===== src/rtl/bomb_countdown_timer.sv =====
// bomb_countdown_timer
// Millisecond countdown for the six-digit display stage. Holds a linear
// 24-bit count, decrements it once per prescaled tick, subtracts a penalty
// on wrong-answer strikes and flags expiry (the bomb "explode" condition).
// Optional feature macro: BOMB_TIMER_WARN_BLINK_EN blinks the display
// enable while running below WARN_THRESH and while expired; without it
// disp_on is tied high.

module bomb_countdown_timer #(
  parameter int unsigned TICK_DIV    = 50000,
  parameter int unsigned START_VALUE = 300000,
  parameter int unsigned PENALTY     = 10000,
  parameter int unsigned WARN_THRESH = 30000,
  parameter int unsigned BLINK_DIV   = 250
) (
  input  logic        clk,
  input  logic        rst,
  input  logic        load,
  input  logic [23:0] load_value,
  input  logic        start,
  input  logic        pause,
  input  logic        strike,
  output logic [23:0] count,
  output logic        running,
  output logic        expired,
  output logic        tick,
  output logic        disp_on
);

  // Largest displayable value, 59:59.999.
  localparam logic [23:0] MAX_COUNT  = 24'd3599999;
  localparam logic [23:0] PENALTY_24 = 24'(PENALTY);
  localparam int          PW         = $clog2(TICK_DIV);
  localparam logic [PW-1:0] PRESC_LAST = PW'(TICK_DIV - 1);
  localparam logic [PW-1:0] PRESC_ONE  = PW'(1);

  typedef enum logic [1:0] {
    IDLE,
    RUN,
    PAUSED,
    EXPIRED
  } state_t;

  // Reject configurations the arithmetic below does not cover.
  if (TICK_DIV < 2 || BLINK_DIV < 1 || WARN_THRESH > 3599999 ||
      START_VALUE > 3599999 || PENALTY >= 16777215) begin : g_bad_params
    $error("bomb_countdown_timer: parameter out of range");
  end

  state_t          state_q;
  state_t          state_n;
  logic [PW-1:0]   presc_q;
  logic [PW-1:0]   presc_n;
  logic [23:0]     count_n;
  logic [23:0]     sub;
  logic [23:0]     load_clamped;
  logic            tick_n;
  logic            wrap;
`ifdef BOMB_TIMER_WARN_BLINK_EN
  logic            blink_step_n;
`endif

  assign wrap         = (presc_q == PRESC_LAST);
  assign load_clamped = (load_value > MAX_COUNT) ? MAX_COUNT : load_value;

  // Next-state, next-count and prescaler decisions in priority order:
  // load > strike > pause > start > tick decrement.
  always_comb begin
    // NOTE: every signal written here gets a default first, so no path can
    // leave one unassigned and infer a latch.
    state_n = state_q;
    count_n = count;
    presc_n = presc_q;
    tick_n  = 1'b0;
    sub     = '0;
`ifdef BOMB_TIMER_WARN_BLINK_EN
    blink_step_n = 1'b0;
`endif
    if (load) begin
      count_n = load_clamped;
      presc_n = '0;
      state_n = IDLE;
    end else begin
      unique case (state_q)
        IDLE: begin
          if (start && !pause) begin
            state_n = (count == '0) ? EXPIRED : RUN;
          end
        end
        RUN: begin
          if (!pause) begin
            if (wrap) begin
              presc_n = '0;
              tick_n  = 1'b1;
              sub     = 24'd1;
            end else begin
              presc_n = presc_q + PRESC_ONE;
            end
          end
          if (strike) begin
            sub = sub + PENALTY_24;
          end
          // Guard compared before subtracting so the count never wraps.
          count_n = (count > sub) ? (count - sub) : '0;
          if (count_n == '0) begin
            state_n = EXPIRED;
          end else if (pause) begin
            state_n = PAUSED;
          end
`ifdef BOMB_TIMER_WARN_BLINK_EN
          blink_step_n = tick_n;
`endif
        end
        PAUSED: begin
          if (strike) begin
            count_n = (count > PENALTY_24) ? (count - PENALTY_24) : '0;
          end
          if (count_n == '0) begin
            state_n = EXPIRED;
          end else if (start && !pause) begin
            // Prescaler is left untouched so the resumed tick keeps its phase.
            state_n = RUN;
          end
        end
        EXPIRED: begin
          count_n = '0;
          // Prescaler free-runs here only to pace the expired blink.
          presc_n = wrap ? '0 : (presc_q + PRESC_ONE);
`ifdef BOMB_TIMER_WARN_BLINK_EN
          blink_step_n = wrap;
`endif
        end
        default: state_n = IDLE;
      endcase
    end
  end

  // State, count, prescaler and status flags, all registered.
  always_ff @(posedge clk) begin
    // NOTE: sequential state uses non-blocking assignments so every register
    // samples the pre-edge values regardless of statement order.
    if (rst) begin
      state_q <= IDLE;
      count   <= 24'(START_VALUE);
      presc_q <= '0;
      running <= 1'b0;
      expired <= 1'b0;
      tick    <= 1'b0;
    end else begin
      state_q <= state_n;
      count   <= count_n;
      presc_q <= presc_n;
      running <= (state_n == RUN);
      // Rises the cycle after EXPIRED is entered; only load clears it.
      expired <= (state_q == EXPIRED) && !load;
      tick    <= tick_n;
    end
  end

`ifdef BOMB_TIMER_WARN_BLINK_EN
  localparam int            BW          = (BLINK_DIV > 1) ? $clog2(BLINK_DIV) : 1;
  localparam logic [BW-1:0] BLINK_LAST  = BW'(BLINK_DIV - 1);
  localparam logic [BW-1:0] BLINK_ONE   = BW'(1);
  localparam logic [23:0]   WARN_24     = 24'(WARN_THRESH);

  logic [BW-1:0] blink_cnt;
  logic          warn_q;
  logic          warn_n;

  assign warn_n = ((state_n == RUN) && (count_n < WARN_24)) || (state_n == EXPIRED);

  // Blink the display enable while in the warning region or expired;
  // the blink counter restarts, display on, on every entry to that region.
  always_ff @(posedge clk) begin
    if (rst) begin
      disp_on   <= 1'b1;
      blink_cnt <= '0;
      warn_q    <= 1'b0;
    end else begin
      warn_q <= warn_n;
      if (!warn_n || !warn_q) begin
        disp_on   <= 1'b1;
        blink_cnt <= '0;
      end else if (blink_step_n) begin
        if (blink_cnt == BLINK_LAST) begin
          blink_cnt <= '0;
          disp_on   <= ~disp_on;
        end else begin
          blink_cnt <= blink_cnt + BLINK_ONE;
        end
      end
    end
  end
`else
  assign disp_on = 1'b1;
`endif

endmodule


===== config.mk =====
export PLATFORM = sky130hd
export DESIGN_NAME = bomb_countdown_timer
export DESIGN_NICKNAME = d
export VERILOG_FILES = /design/src/rtl/bomb_countdown_timer.sv
export SDC_FILE = /design/constraint.sdc
export NUM_CORES = 1
export LEC_CHECK = 0
export ABC_AREA = 1
export CELL_PAD_IN_SITES_DETAIL_PLACEMENT = 0
export CELL_PAD_IN_SITES_GLOBAL_PLACEMENT = 1
export CORE_MARGIN = 5
export CORE_UTILIZATION = 35
export DETAILED_ROUTE_END_ITERATION = 6
export PLACE_DENSITY = 0.84
export SYNTH_ARGS = -nofsm -noshare
export SYNTH_HDL_FRONTEND = slang
export SYNTH_SLANG_ARGS = --single-unit

===== constraint.sdc =====
create_clock -name clk -period 3.2 [get_ports clk]
set_clock_uncertainty 0.1 [all_clocks]
set_input_delay 0.96 -clock clk [delete_from_list [all_inputs] [get_ports clk]]
set_output_delay 0.96 -clock clk [all_outputs]
set_load 0.02 [all_outputs]

==> impl_metrics.tcl <==
set metrics [dict create \
    use_met3_pct 3.324 \
    synth_area_leaders "dfxtp_1 (22%), nand2_1 (16%), nand3_1 (8.1%)" \
    die_w_um 119.4 \
    nets 899 \
    use_met2_pct 39.74 \
    yosys_warnings 0 \
    syn_nets 750 \
    rows 40 \
    min_to "presc_q[15]" \
    seq_power_share_pct 30.6 \
    antenna_found_initial 0 \
    grt_pass1_wl_um 26850 \
    maxSlewViolCount 0 \
    startpoint_type "input port" \
    holdCritStartpoint "presc_q[15]" \
    max_freq_mhz 328.4 \
    period_share_pct 95.15 \
    cts_htree_levels 2 \
    viasPerCell 5.510 \
    cts_tree "done" \
    cts-root-buf "clkbuf_16" \
    setup_ws_ps 155.3 \
    coreArea_mm2 0.01186 \
    clk_latency_ps 290 \
    internal_power_mw 1.294 \
    start_util_pct 35.32 \
    grt_usage_pct 23.19 \
    p_sw_uw 828.6 \
    pwr-share-comb_pct 43.1 \
    clkPwrFrac_pct 26.3 \
    grt_remaining_overflow 0 \
    synth_cell_type_count 45 \
    p_sw_share_pct 39.04 \
    layout_min_cycle_time_ps 3045 \
    first_pass_iters 6 \
    syn_to_final_growth_pct 44.32 \
    syn_area_per_cell_um2 5.933 \
    r2r_end "count[19]" \
    cp_slowest_cell "ha_4" \
    synth.ff_latch_count 45 \
    fin_total_pwr_mw 2.122 \
    cp.required_ps 3280 \
    numCtsBuffers 5 \
    insertedDiodeCount 0 \
    leakage_nw 2.728 \
    maxCapViolCount 0 \
    postSynthCellCount 706 \
    cts_buffer_depth 2 \
    grt-busiest-layer "met2" \
    clkSinkCount 45 \
    grt_max_degree 22 \
    reg2reg_slack_ps 170 \
    mostFrequentLayoutCells "nand2_1 (167), buf_4 (102), nor2_1 (79)" \
    worstHoldPathType "reg -> reg" \
    post_route_cells_drive_above_1_share_pct 22.90 \
    power_density_mw_per_mm2 351.0 \
    die_h_um 119.4 \
    worst_pin_slew_ps 610.9 \
    critPathCaptureType "register" \
    dieArea_mm2 0.01426 \
    ant_nets 0 \
    drtIter0Drc 594 \
    cp_cell_sequence "buf_6 > inv_8 > ha_4 > inv_2 > nor2_4 > nand2_4 > nor2_4 > nand4_1 > nand2_4 > buf_4 > nand2_2 > nand2_1 > nor2_2 > buf_4 > a22oi_1 > nand2_1 > nand3_1 > o21ai_0" \
    port_buffers 56 \
    clk_pin_slew_worst_paths_ps 70 \
    status "finished clean" \
    netlist_area_mm2 0.004189 \
    fillCellCount 1191 \
    hold_violations 0 \
    cp_max_fo 7 \
    cp_data_arrival_time_ps 3120 \
    wl_um 17160 \
    io_pins 58 \
    rsz0062_at_grt "true" \
    reg2reg_from "presc_q[12]" \
    vdd_drop_max_mv 0.2659 \
    relSlewSlack_pct 59.23 \
    post-route-util_pct 50.97 \
    setup_viol 0 \
    yosys.area.top_type "dfxtp_1" \
    dp_hpwl_um 13170 \
    fin_hold_ws_ps 361.6 \
    grt_pass1_vias 5265 \
    hold_depth 2 \
    mostFrequentLayoutCell "nand2_1" \
    vias 5527 \
    wire_per_inst_um 17.10 \
    cp_slowest_stage_delay_ps 280 \
    use_met1_pct 29.88 \
    ys_seq_area_share_pct 21.51 \
    dpl_worst_slack_ps -629.8 \
    path_class "in -> reg" \
    rr_worst_depth 22 \
    drc 0 \
    gp_routability_congestion 1.011 \
    hold_buffers 0 \
    netlist.area_leader.share_pct 21.51 \
]
## metrics by stage
stage,cell area (um^2),setup TNS (ps),instances
after floorplan,4244,0,706
after global placement,5535,-10160,976
after detailed placement,5535,-11090,976
after CTS,5828,0,991
after global routing,6046,-71.65,1003
final,6046,0,1003
## repair_timing
action | 4_1_cts | 5_1_grt
gates cloned | 2 | 0
endpoints found under the setup margin | 23 | 20
pin swaps | 11 | 23
buffers inserted | 5 | 13
gates resized for setup | 28 | 41
endpoints found under the hold margin | 0 | 0
## routing by layer
layer	wire length [um]	share of wire (%)
met1	7021	41
met2	8160	48
met3	1385	8.1
met4	588	3.4
met5	0	0
## synth_stat cells, drive strengths merged
library cell  instances
ha                   14
xor2                 13
a311oi                1
a21oi                25
o21ai                54
nor3                 21
o221ai                9
o22ai                 8
nand4                19
inv                  87
nor4                  3
a221oi                2
a31oi                 2
a22oi                 1
nor2                 96
xnor2                 1
o211ai               13
clkbuf               11
nand3b                1
o21bai                1
a211oi                2
or2                   2
o21a                  1
conb                  1
dfxtp                45
buf                   9
nor3b                 4
a21o                  2
nand3                70
nand2               187
o311ai                1
## critical path: cells and delay by family
family,cells,cell delay (ps)
adder cells (fa/ha/maj),1,280
buffers and inverters,5,460
AO/OA/AOI/OAI,2,250
AND/OR/NAND/NOR,10,1170
## worst max path at each step
stage,slack [ps],depth (start not counted),to,from
after CTS,20,20,running,strike
after detailed placement,-630,19,running,strike
after floorplan,30,20,running,strike
after global placement,-560,19,running,strike
after global routing,-60,23,running,presc_q[12]
final,160,18,count[19],strike
## power by group through the flow
stage               clock (mW)  sequential, mW  combinational, mW
detailed placement           0           0.661              0.839
global route             0.601           0.653              0.990
CTS                      0.565           0.648              0.865
global placement             0           0.660              0.836
floorplan                    0           0.675              0.435
finish                   0.559           0.650              0.914
## cells by family (layout without fill, tap and decap cells)
| kind of cell | after synthesis | after routing | share of synthesized area (%) |
|---|---|---|---|
| and+or+nand+nor | 403 | 405 | 43.34 |
| AOI/OAI and AO/OA | 122 | 122 | 17.44 |
| buffers and inverters | 107 | 255 | 10.51 |
| DFF | 45 | 45 | 21.51 |
| adders and majority gates | 14 | 14 | 4.182 |
| xor gates and xnor gates | 14 | 14 | 2.927 |
| other | 1 | 1 | 0.08952 |
## registers in the layout, indices dropped and copies added, names as in the netlist
name	count
state_q	2
tick	1
count	24
running	1
presc_q	16
expired	1
## cell type report
type                            count  area [um^2]  share of cell area [%]
Tap cell                          147        183.9                   3.042
Multi-Input combinational cell    556         3104                   51.35
Inverter                           87        334.1                   5.526
Clock buffer                        6        138.9                   2.297
Timing Repair Buffer              160         1359                   22.48
Sequential cell                    45        909.6                   15.05
Clock inverter                      2        16.27                  0.2690
No activity file was read; power rests on OpenSTA's default activity.
==> edit: new RTL, config.mk and constraints unchanged <==
Build with the macro `BOMB_TIMER_WARN_BLINK_EN` defined.
--- a/src/rtl/bomb_countdown_timer.sv
+++ b/src/rtl/bomb_countdown_timer.sv
@@ -5,6 +5,8 @@
 // Optional feature macro: BOMB_TIMER_WARN_BLINK_EN blinks the display
 // enable while running below WARN_THRESH and while expired; without it
 // disp_on is tied high.
+
+`define BOMB_TIMER_WARN_BLINK_EN
 
 module bomb_countdown_timer #(
   parameter int unsigned TICK_DIV    = 50000,
Function: no difference found for any inputs over 4 cycles, from zero or initial values and one cycle with rst high; that may be too few to reach the edited logic, so the function may still have changed.
==> edit against the unedited design <==
  * The flow now finishes with violations (design-rule violations, negative setup slack)
  * Total power rose by 0.57%
  * Wire length rose by 27%
  * Sequential cell count rose by 10
  * Fmax fell by 11%
  * Critical path depth rose by 10
  * Final area rose by 34%
  * Critical path type is now flip-flop to flip-flop
  * Count of clock-buffer cells in the layout fell by 1
  * Worst setup slack got worse by 0.39 ns
  * Area after synthesis rose by 30%
  * Global-route usage rose by 0.55 points
==> edit: results (changes against the unedited design) <==
[worst_setup_path]
slowest_stage=dfxtp_2
crit_end=blink_cnt[6]$_SDFFE_PP0P_
crit_arrival_ns=3.58  ; +0.46 ns
critPathMaxFanout=8  ; +1
reg2reg_depth=28  ; +27%

[finish]
fillers=1558  ; +31%
register_area_sq_mm=0.00110  ; +21%
drive_gt1_frac=0.269  ; +0.0403
reg_top3=count x24, presc_q x16, blink_cnt x8
finalNetCount=1215  ; +35%

[placement]
post-place-cells=1321  ; +35%
dp_hpwl_um=17200  ; +30%
gp_congestion=1.00  ; -0.99%

[logic_synthesis]
synth_top_cells_by_count=nand2_1, inv_1, nor2_1
seq_area_frac_synth=0.202  ; -0.0128
syn_inst=936  ; +33%

[detailed_routing]
drc=3  ; +3
wl_um=21800  ; +27%
dr.pass1.iters=7  ; +1
drt_iter0_drc=541  ; -8.9%
vias=7037  ; +27%

[sta]
setup_viol=13  ; +13
fin_ws_ns=-0.236  ; -0.392 ns
timing.hold.ws_ns=0.360  ; -0.00188 ns
final.setup.tns_ns=-2.54  ; -2.54 ns
max_slew_margin=0.569  ; -0.0232

[pwr]
p_leak_uw=0.00376  ; +38%

[grt]
grt_max_degree=24  ; +9.1%
first_global_vias=6853  ; +30%
grt_pass1_wl_um=34400  ; +28%
grt.total_usage=0.237  ; +0.00549

[min_path]
min_to=disp_on$_SDFFE_PP1P_
hold-path-cell-count=1  ; -1
hold_start=warn_q$_SDFF_PP0_

[clock_network]
ctsResizeCount=58  ; +110%
root_buffer=clkbuf_16
post-cts-setup-buffers=24  ; +19

[outcome]
violations=design-rule violations, negative setup slack
status=finished, violations left

==> edit: per-layer routing <==
layer / share of wire / global-route usage
met1: 0.41 / 0.300
met2: 0.47 / 0.403
met3: 0.073 / 0.0350
met4: 0.043 / 0.100
met5: 0 / 0
==> edit: kinds of logic (layout without fill, tap and decap cells) <==
kind of cell / count (synthesis) / count (layout) / synth area share
AND/OR/NAND/NOR: 582 / 582 / 0.505
buffers and inverters: 162 / 396 / 0.126
AO/OA/AOI/OAI: 107 / 107 / 0.108
flip-flops: 55 / 55 / 0.202
adder cells (fa/ha/maj): 16 / 16 / 0.0368
XOR/XNOR: 14 / 14 / 0.0225
==> edit: cell type report <==
cell class	instances	share of cell area
Multi-Input combinational cell	719	0.485
Timing Repair Buffer	251	0.265
Sequential cell	55	0.136
Inverter	137	0.0664
Tap cell	188	0.0290
Clock buffer	5	0.0154
Clock inverter	3	0.00293
==> edit: power by group <==
part,internal [uW],leakage (uW),switching (uW)
registers,706,0.000450,42.4
logic,353,0.00324,458
clock network,295,0.0000717,279
